`config.mk`:
```
export PLATFORM = sky130hd
export DESIGN_NAME = serial_parity_rx
export DESIGN_NICKNAME = d
export VERILOG_FILES = /design/src/rtl/serial_parity_pkg.sv /design/src/rtl/parity_accum.sv /design/src/rtl/serial_parity_rx.sv
export SDC_FILE = /design/constraint.sdc
export NUM_CORES = 1
export LEC_CHECK = 0
export ABC_AREA = 1
export ABC_CLOCK_PERIOD_IN_PS = 3440
export CAP_MARGIN = 20
export CORE_ASPECT_RATIO = 0.9
export CORE_MARGIN = 2
export CORE_UTILIZATION = 57
export CTS_CLUSTER_SIZE = 24
export DETAILED_ROUTE_END_ITERATION = 8
export GPL_ROUTABILITY_DRIVEN = 0
export PLACE_DENSITY = 0.95
export SLEW_MARGIN = 30
export SYNTH_ARGS = -nofsm -noshare
export SYNTH_HDL_FRONTEND = slang
export SYNTH_HIERARCHICAL = 1
export SYNTH_SLANG_ARGS = --single-unit
```
`constraint.sdc`:
```
create_clock -name clk -period 3.44 [get_ports clk]
set_input_delay 0.344 -clock clk [delete_from_list [all_inputs] [get_ports clk]]
set_output_delay 0.344 -clock clk [all_outputs]
set_load 0.02 [all_outputs]
```
`src/rtl/serial_parity_pkg.sv`:
```
// Shared types and defaults for the serial parity receiver.
// The state encoding is fixed so that waveform dumps stay comparable with older captures.
package serial_parity_pkg;

    typedef enum logic [1:0] {
        IDLE = 2'd0,
        DATA = 2'd1,
        PAR  = 2'd2
    } rx_state_e;

    localparam int unsigned DEFAULT_DATA_W   = 8;
    localparam int unsigned DEFAULT_ERRCNT_W = 8;

endpackage

```
`src/rtl/parity_accum.sv`:
```
// Running XOR of accepted serial bits.
// A clear takes priority over an enabled bit in the same cycle.
module parity_accum (
    input  logic clk,
    input  logic rst_n,
    input  logic clr,
    input  logic en,
    input  logic bit_in,
    output logic acc
);

    logic acc_q;
    logic acc_d;

    always_comb begin
        acc_d = acc_q;
        if (clr) begin
            acc_d = 1'b0;
        end else if (en) begin
            acc_d = acc_q ^ bit_in;
        end
    end

    always_ff @(posedge clk or negedge rst_n) begin
        if (!rst_n) begin
            acc_q <= 1'b0;
        end else begin
            acc_q <= acc_d;
        end
    end

    assign acc = acc_q;

endmodule

```
`src/rtl/serial_parity_rx.sv`:
```
// Serial frame receiver: DATA_W data bits LSB first followed by one parity bit.
// Reports the assembled word, a parity-error flag and a saturating bad-frame count.
module serial_parity_rx
    import serial_parity_pkg::*;
#(
    parameter int unsigned DATA_W     = DEFAULT_DATA_W,
    parameter bit          ODD_PARITY = 1'b1,
    parameter int unsigned ERRCNT_W   = DEFAULT_ERRCNT_W
) (
    input  logic                clk,
    input  logic                rst_n,
    input  logic                start,
    input  logic                bit_in,
    input  logic                bit_vld,
    input  logic                abort,
    output logic                busy,
    output logic [DATA_W-1:0]   data_out,
    output logic                parity_err,
    output logic                frame_vld,
    output logic [ERRCNT_W-1:0] err_cnt
);

    localparam int unsigned      CNT_W    = (DATA_W > 1) ? $clog2(DATA_W) : 1;
    localparam logic [CNT_W-1:0] LAST_BIT = CNT_W'(DATA_W - 1);

    rx_state_e             state_q, state_d;
    logic [CNT_W-1:0]      cnt_q, cnt_d;
    logic [DATA_W-1:0]     shift_q, shift_d;
    logic [DATA_W-1:0]     data_q, data_d;
    logic                  perr_q, perr_d;
    logic                  fvld_q, fvld_d;
    logic                  busy_q, busy_d;
    logic [ERRCNT_W-1:0]   errcnt_q, errcnt_d;

    logic acc_clr;
    logic acc_en;
    logic acc;

    parity_accum u_parity_accum (
        .clk    (clk),
        .rst_n  (rst_n),
        .clr    (acc_clr),
        .en     (acc_en),
        .bit_in (bit_in),
        .acc    (acc)
    );

    always_comb begin
        state_d  = state_q;
        cnt_d    = cnt_q;
        shift_d  = shift_q;
        data_d   = data_q;
        perr_d   = perr_q;
        fvld_d   = 1'b0;
        errcnt_d = errcnt_q;
        acc_clr  = 1'b0;
        acc_en   = 1'b0;

        case (state_q)
            IDLE: begin
                // start beats abort here; bit_vld is ignored until DATA
                if (start) begin
                    state_d = DATA;
                    cnt_d   = '0;
                    acc_clr = 1'b1;
                end
            end
            DATA: begin
                if (abort) begin
                    state_d = IDLE;
                end else if (bit_vld) begin
                    shift_d[cnt_q] = bit_in;
                    acc_en         = 1'b1;
                    cnt_d          = cnt_q + CNT_W'(1);
                    if (cnt_q == LAST_BIT) begin
                        state_d = PAR;
                    end
                end
            end
            PAR: begin
                if (abort) begin
                    state_d = IDLE;
                end else if (bit_vld) begin
                    perr_d  = (bit_in != (acc ^ ODD_PARITY));
                    data_d  = shift_q;
                    fvld_d  = 1'b1;
                    state_d = IDLE;
                    if (perr_d && (errcnt_q != '1)) begin
                        errcnt_d = errcnt_q + ERRCNT_W'(1);
                    end
                end
            end
            default: begin
                state_d = IDLE;
            end
        endcase

        // Decoding the next state keeps busy aligned with the registered state.
        busy_d = (state_d == DATA) || (state_d == PAR);
    end

    always_ff @(posedge clk or negedge rst_n) begin
        if (!rst_n) begin
            state_q  <= IDLE;
            cnt_q    <= '0;
            shift_q  <= '0;
            data_q   <= '0;
            perr_q   <= 1'b0;
            fvld_q   <= 1'b0;
            busy_q   <= 1'b0;
            errcnt_q <= '0;
        end else begin
            state_q  <= state_d;
            cnt_q    <= cnt_d;
            shift_q  <= shift_d;
            data_q   <= data_d;
            perr_q   <= perr_d;
            fvld_q   <= fvld_d;
            busy_q   <= busy_d;
            errcnt_q <= errcnt_d;
        end
    end

    assign busy       = busy_q;
    assign data_out   = data_q;
    assign parity_err = perr_q;
    assign frame_vld  = fvld_q;
    assign err_cnt    = errcnt_q;

endmodule
```
# --- Word level (Yosys, flattened, before mapping) ---
# Cells that the tools add are included.
op_classes:
  bitwise_logic: 3
  add_sub_neg: 2
  n_lt_le_gt_ge: 2
  mux: 22
  n_reduce_logical: 10
  eq_ne: 10
ops:
  columns: ["operator", "n"]
  rows:
  - ["two-way mux 2 bit", 6]
  - ["two-way mux 1 bit", 9]
  - ["two-way mux 3 bit", 3]
  - ["adder 8 x 1 -> 8 bit (second input constant)", 1]
  - ["bitwise mux 8 bit", 1]
  - ["inequality test 8 bit (second input constant)", 1]
  - ["AND reduction 4 bit", 2]
  - ["inequality test 2 bit (second input constant)", 3]
  - ["one-hot mux 2 bit (3 select lines)", 1]
  - ["one-hot mux 3 bit (2 select lines)", 1]
  - ["AND reduction 3 bit", 2]
  - ["equality test 2 x 1 -> 1 bit (second input constant)", 2]
  - ["equality test 2 bit (second input constant)", 2]
  - ["< comparator 3 x 4 -> 1 bit (second input constant)", 1]
  - ["nonzero test 2 bit", 2]
  - ["adder 3 x 1 -> 3 bit (second input constant)", 1]
  - ["demux 1 bit (select 3 bit)", 1]
  - ["equality test 3 bit (second input constant)", 1]
  - [">= comparator 3 x 1 -> 1 bit (second input constant)", 1]
  - ["logical AND 1 bit", 2]
  - ["logical NOT 2 bit", 1]
  - ["NOT 1 bit", 2]
  - ["logical OR 1 bit", 1]
  - ["inequality test 1 bit", 1]
  - ["bitwise XOR 1 bit", 1]
word_totals:
  word_cells: 58
  out_inout_bits: 19
  register_bits: 33

# --- Logic depth before layout (Yosys ltp) ---
logic_depth:
  depth_word: 7
  ltp_mapped: 8
  ltp_nobuf: 8

# --- Modules after synthesis ---
# Netlist, hierarchy kept.
modules_own_cells:
  columns: ["mod", "seq_area_each_um2", "instances", "cells_each", "area_per_inst_um2"]
  rows:
  - ["serial_parity_rx", 800.8, 1, 203, 1560.2]
  - ["parity_accum", 25.0, 1, 6, 46.3]

# --- Least setup slack after synthesis ---
# No wires, ideal clock.
synth_timing:
  path_type: "register to register"
  startpoint: "register errcnt_q[0] (netlist: err_cnt[0])"
  endpoint: "register errcnt_q[0] (netlist: err_cnt[0])"
  path_buffers: 0
  setup_slack_ns: 2.039
  t_arrival_ns: 1.284
  synth_period_minus_slack_ns: 1.401
  stages_incl_launch_ff: 8
  required_ns: 3.323
  path_cell_list: "dfrtp_1 ha_1 nand3_1 inv_1 nand2_1 nand3_1 nand2_1 nand2_1"
synth_via:
  elab_chain_len: 3
  word_cells_on_any_way: 4
synth_rtl:
  columns: ["item", "line", "text"]
  rows:
  - ["from (decl)", "serial_parity_rx.sv:33", "logic [ERRCNT_W-1:0] errcnt_q, errcnt_d;"]
  - ["from (signal assigned)", "serial_parity_rx.sv:120", "errcnt_q <= errcnt_d;"]
  - ["parallel branches: the longest is 3 deep, another holds adder 8 x 1 -> 8 bit", null, null]
# Several ways; the timed one is not identified.
# A chain may end at the register's enable or synchronous reset.

# --- Worst setup path after layout ---
layout_timing:
  startpoint: "input port bit_vld"
  endpoint: "register errcnt_q[3] (netlist: err_cnt[3])"
layout_via:
  elab_chain_len: 1
layout_rtl:
  columns: ["item", "line", "text"]
  rows:
  - ["from (decl)", "serial_parity_rx.sv:14", "input logic bit_vld,"]
  - ["AND reduction 4 bit (no source line)", null, null]
# No other way between the ends.

==> impl_metrics.env <==
export IMPL_drt_pass1_iterations=4
export IMPL_critPathLaunchType="input pin"
export IMPL_floorplan_initialDensity=0.590
export IMPL_finalHoldWorstSlack_ns=0.397
export IMPL_p_per_area_nw_per_um2=388
export IMPL_p_seq_frac=0.573
export IMPL_met1Wirelength_um=1400
export IMPL_clk_pin_slew_ns=0.09
export IMPL_synth_cell_types=19
export IMPL_timing_final_crit_share=0.519
export IMPL_end_of_the_worst_register_to_register_path="err_cnt[3]"
export IMPL_fp_row_count=18
export IMPL_worstReg2RegStart="state_q[0]"
export IMPL_total_leakage_power_uw=0.00107
export IMPL_post_dp_hpwl_um=2010
export IMPL_yosys_most_used_dff="dfrtp_1"
export IMPL_synth_seq_area_share=0.514
export IMPL_io_buf_count=24
export IMPL_synth_enable_flop_cells=0
export IMPL_outcome="completed"
export IMPL_area_growth_synth_to_final_pct=22.1
export IMPL_ir_worst_vdd_v=0.000287
export IMPL_synth_cells=209
export IMPL_antenna_left=0
export IMPL_p_switching_uw=199
export IMPL_pwr_share_comb=0.108
export IMPL_postCtsSetupRepairBufs=0
export IMPL_length_of_routed_met3_wiring_um=112
export IMPL_slack_of_the_worst_reg_to_reg_path_ns=1.74
export IMPL_route_final_wire_length_um=2820
export IMPL_power_share_switching=0.261
export IMPL_hold_violation_total_from_the_final_report=0
export IMPL_finalPower_uw=762
export IMPL_post_cts_hold_buffer_count=0
export IMPL_avgRoutedWirePerCell_um=10.1
export IMPL_worstRegToRegCells=6
export IMPL_synth_async_sr_flop_share=1.00
export IMPL_clock_latency_ns=0.33
export IMPL_post_synth_most_frequent_cells="nand2_1, dfrtp_1, inv_1"
export IMPL_max_clock_path_buffers=2
export IMPL_core_area_um2=2730
export IMPL_final_setup_tns_ns=0
export IMPL_pre_cts_setup_slack_ns=1.31
export IMPL_yosys_cell_count_top_type="nand2_1"
export IMPL_post_route_worst_setup_slack_ns=1.65
export IMPL_fmax_ghz=0.560
export IMPL_grt_pass1_vias=1168
export IMPL_critical_path_endpoint_type="register"
export IMPL_crit_type="input pin to register"
export IMPL_critical_path_fanout_max=12
export IMPL_cts_resized=0
export IMPL_detailedRoute_firstIterationViolations=36
export IMPL_remaining_drc_errors=0
export IMPL_vias_per_cell=4.71
export IMPL_worstHoldPathType="input pin to asynchronous set/reset pin"
export IMPL_cts_num_sinks=33
export IMPL_grt_pass1_wl_um=4800
export IMPL_grt_setup_unrepaired="false"
export IMPL_tritoncts_clock_tree="done"
export IMPL_fp_dieArea_um2=3260
export IMPL_final_setup_fails=0
export IMPL_cp_data_required_time_ns=3.67
export IMPL_antenna_diode_count=0
export IMPL_utilization_after_layout=0.720
export IMPL_endpoint="err_cnt[3]"
export IMPL_synth_fp_nets=218
export IMPL_pin_count_of_the_biggest_net_entering_global_routing=34
export IMPL_critPathLaunch="bit_vld"
export IMPL_via_count=1320
export IMPL_drive_gt1_frac=0.0750
export IMPL_length_of_routed_met2_wiring_um=1250
export IMPL_die_ht_um=54.4
export IMPL_ys_seq_elements=33
export IMPL_internal_power_uw=563
export IMPL_clockPowerShare=0.318
export IMPL_number_of_antenna_violations_at_the_first_check_in_global_routing=0
export IMPL_num_nets_final=248
export IMPL_arrival_ns=2.02
export IMPL_timing_slew_headroom=0.669
export IMPL_synth_top_area_cell="dfrtp_1"
export IMPL_worst_slew_pin_transition_ns=0.495
export IMPL_timing_final_crit_period_ns=1.79
export IMPL_top_area_cells_in_the_synthesized_netlist="dfrtp_1, nand2_1, inv_1, nand3_1, nor2_1"
export IMPL_yosys_warnings=6
export IMPL_post_synth_instance_area_um2=1610
export IMPL_post_synth_cell_area_avg_um2=7.69
export IMPL_top_signal_layer_used="met4"
export IMPL_grt_overflow=0
export IMPL_fin_skew_ns=0.00364
export IMPL_cap_viol_max_count=0
export IMPL_floorplan_io_pins=25
export IMPL_h_tree_depth=2
export IMPL_cts_root_buffer_cell="clkbuf_4"
export IMPL_yosys_area_top_type_share=0.514
export IMPL_floorplan_die_width_um=60.0
export IMPL_cts_made_buffers=5
export IMPL_grt_usage=0.209
export IMPL_slew_violations=0
==> power groups by stage <==
stage	clock [µW]	combinational [µW]	sequential [µW]
after floorplan	0	53.8	441
after global placement	0	80.5	442
after detailed placement	0	83.0	443
after CTS	246	83.2	436
after global routing	266	96.2	441
final	242	82.6	437
==> cell usage in the layout (no fill, tap or decap) <==
master,n
o21ai_0,3
nor2_4,3
nand3b_1,2
nand2_2,3
xor2_1,2
buf_4,1
inv_1,19
ha_1,3
a21oi_1,1
nor2_2,2
clkbuf_4,5
xnor2_1,1
clkinv_2,1
nand3_1,14
nor2_1,11
nand2_1,105
inv_2,1
clkbuf_8,2
nand4_1,3
o21ai_1,1
dfrtp_1,33
clkdlybuf4s50_1,24
==> cells by family (layout without fill, tap and decap cells) <==
logic type,after synthesis,in the layout,synth area share
compound gates,5,5,0.0156
xor+xnor,3,3,0.0164
fa+ha+maj,3,3,0.0234
buf+inv,22,53,0.0545
flops,33,33,0.514
simple gates,143,143,0.376
==> worst min-delay path by stage <==
stage | from | end | cells after the start
3_3_place_gp | data_out[1] | data_out[1] | 2
4_1_cts | rst_n | data_out[5] | 2
2_1_floorplan | rst_n | busy | 0
6_report | rst_n | busy | 2
5_1_grt | rst_n | cnt_q[1] | 2
3_5_place_dp | data_out[1] | data_out[1] | 2
==> worst max-delay path, stage by stage <==
cell	delay [ns]
clkdlybuf4s50_1	0.57
nand2_2	0.10
nor2_2	0.40
nand3_1	0.39
nand2_1	0.16
nand2_1	0.06
==> through the flow <==
| step | cell area, µm² | cells |
|---|---|---|
| 4_1_cts | 1960 | 280 |
| 2_1_floorplan | 1610 | 209 |
| 5_1_grt | 1960 | 280 |
| 3_3_place_gp | 1890 | 272 |
| 3_5_place_dp | 1890 | 272 |
| 6_report | 1960 | 280 |
==> area by class of cell <==
| class | instances | area (µm²) |
|---|---|---|
| Clock buffer | 7 | 65.1 |
| Tap cell | 40 | 50.0 |
| Fill cell | 194 | 763 |
| Timing Repair Buffer | 25 | 248 |
| Clock inverter | 1 | 5.00 |
| Inverter | 20 | 75.1 |
| Multi-Input combinational cell | 154 | 693 |
| Sequential cell | 33 | 826 |
==> sequential cells by signal, indices dropped and copies added, names as in the netlist <==
signal              flops
cnt_q                   3
shift_q                 8
err_cnt                 8
parity_err              1
busy                    1
data_out                8
u_parity_accum/acc      1
frame_vld               1
state_q                 2
==> metal layers <==
layer / vias up / GRT usage
li1: 706 / -
met1: 586 / 0.263
met2: 24 / 0.317
met3: 4 / 0.0780
met4: 0 / 0.104
met5: - / 0
No activity file was read; power rests on OpenSTA's default activity.
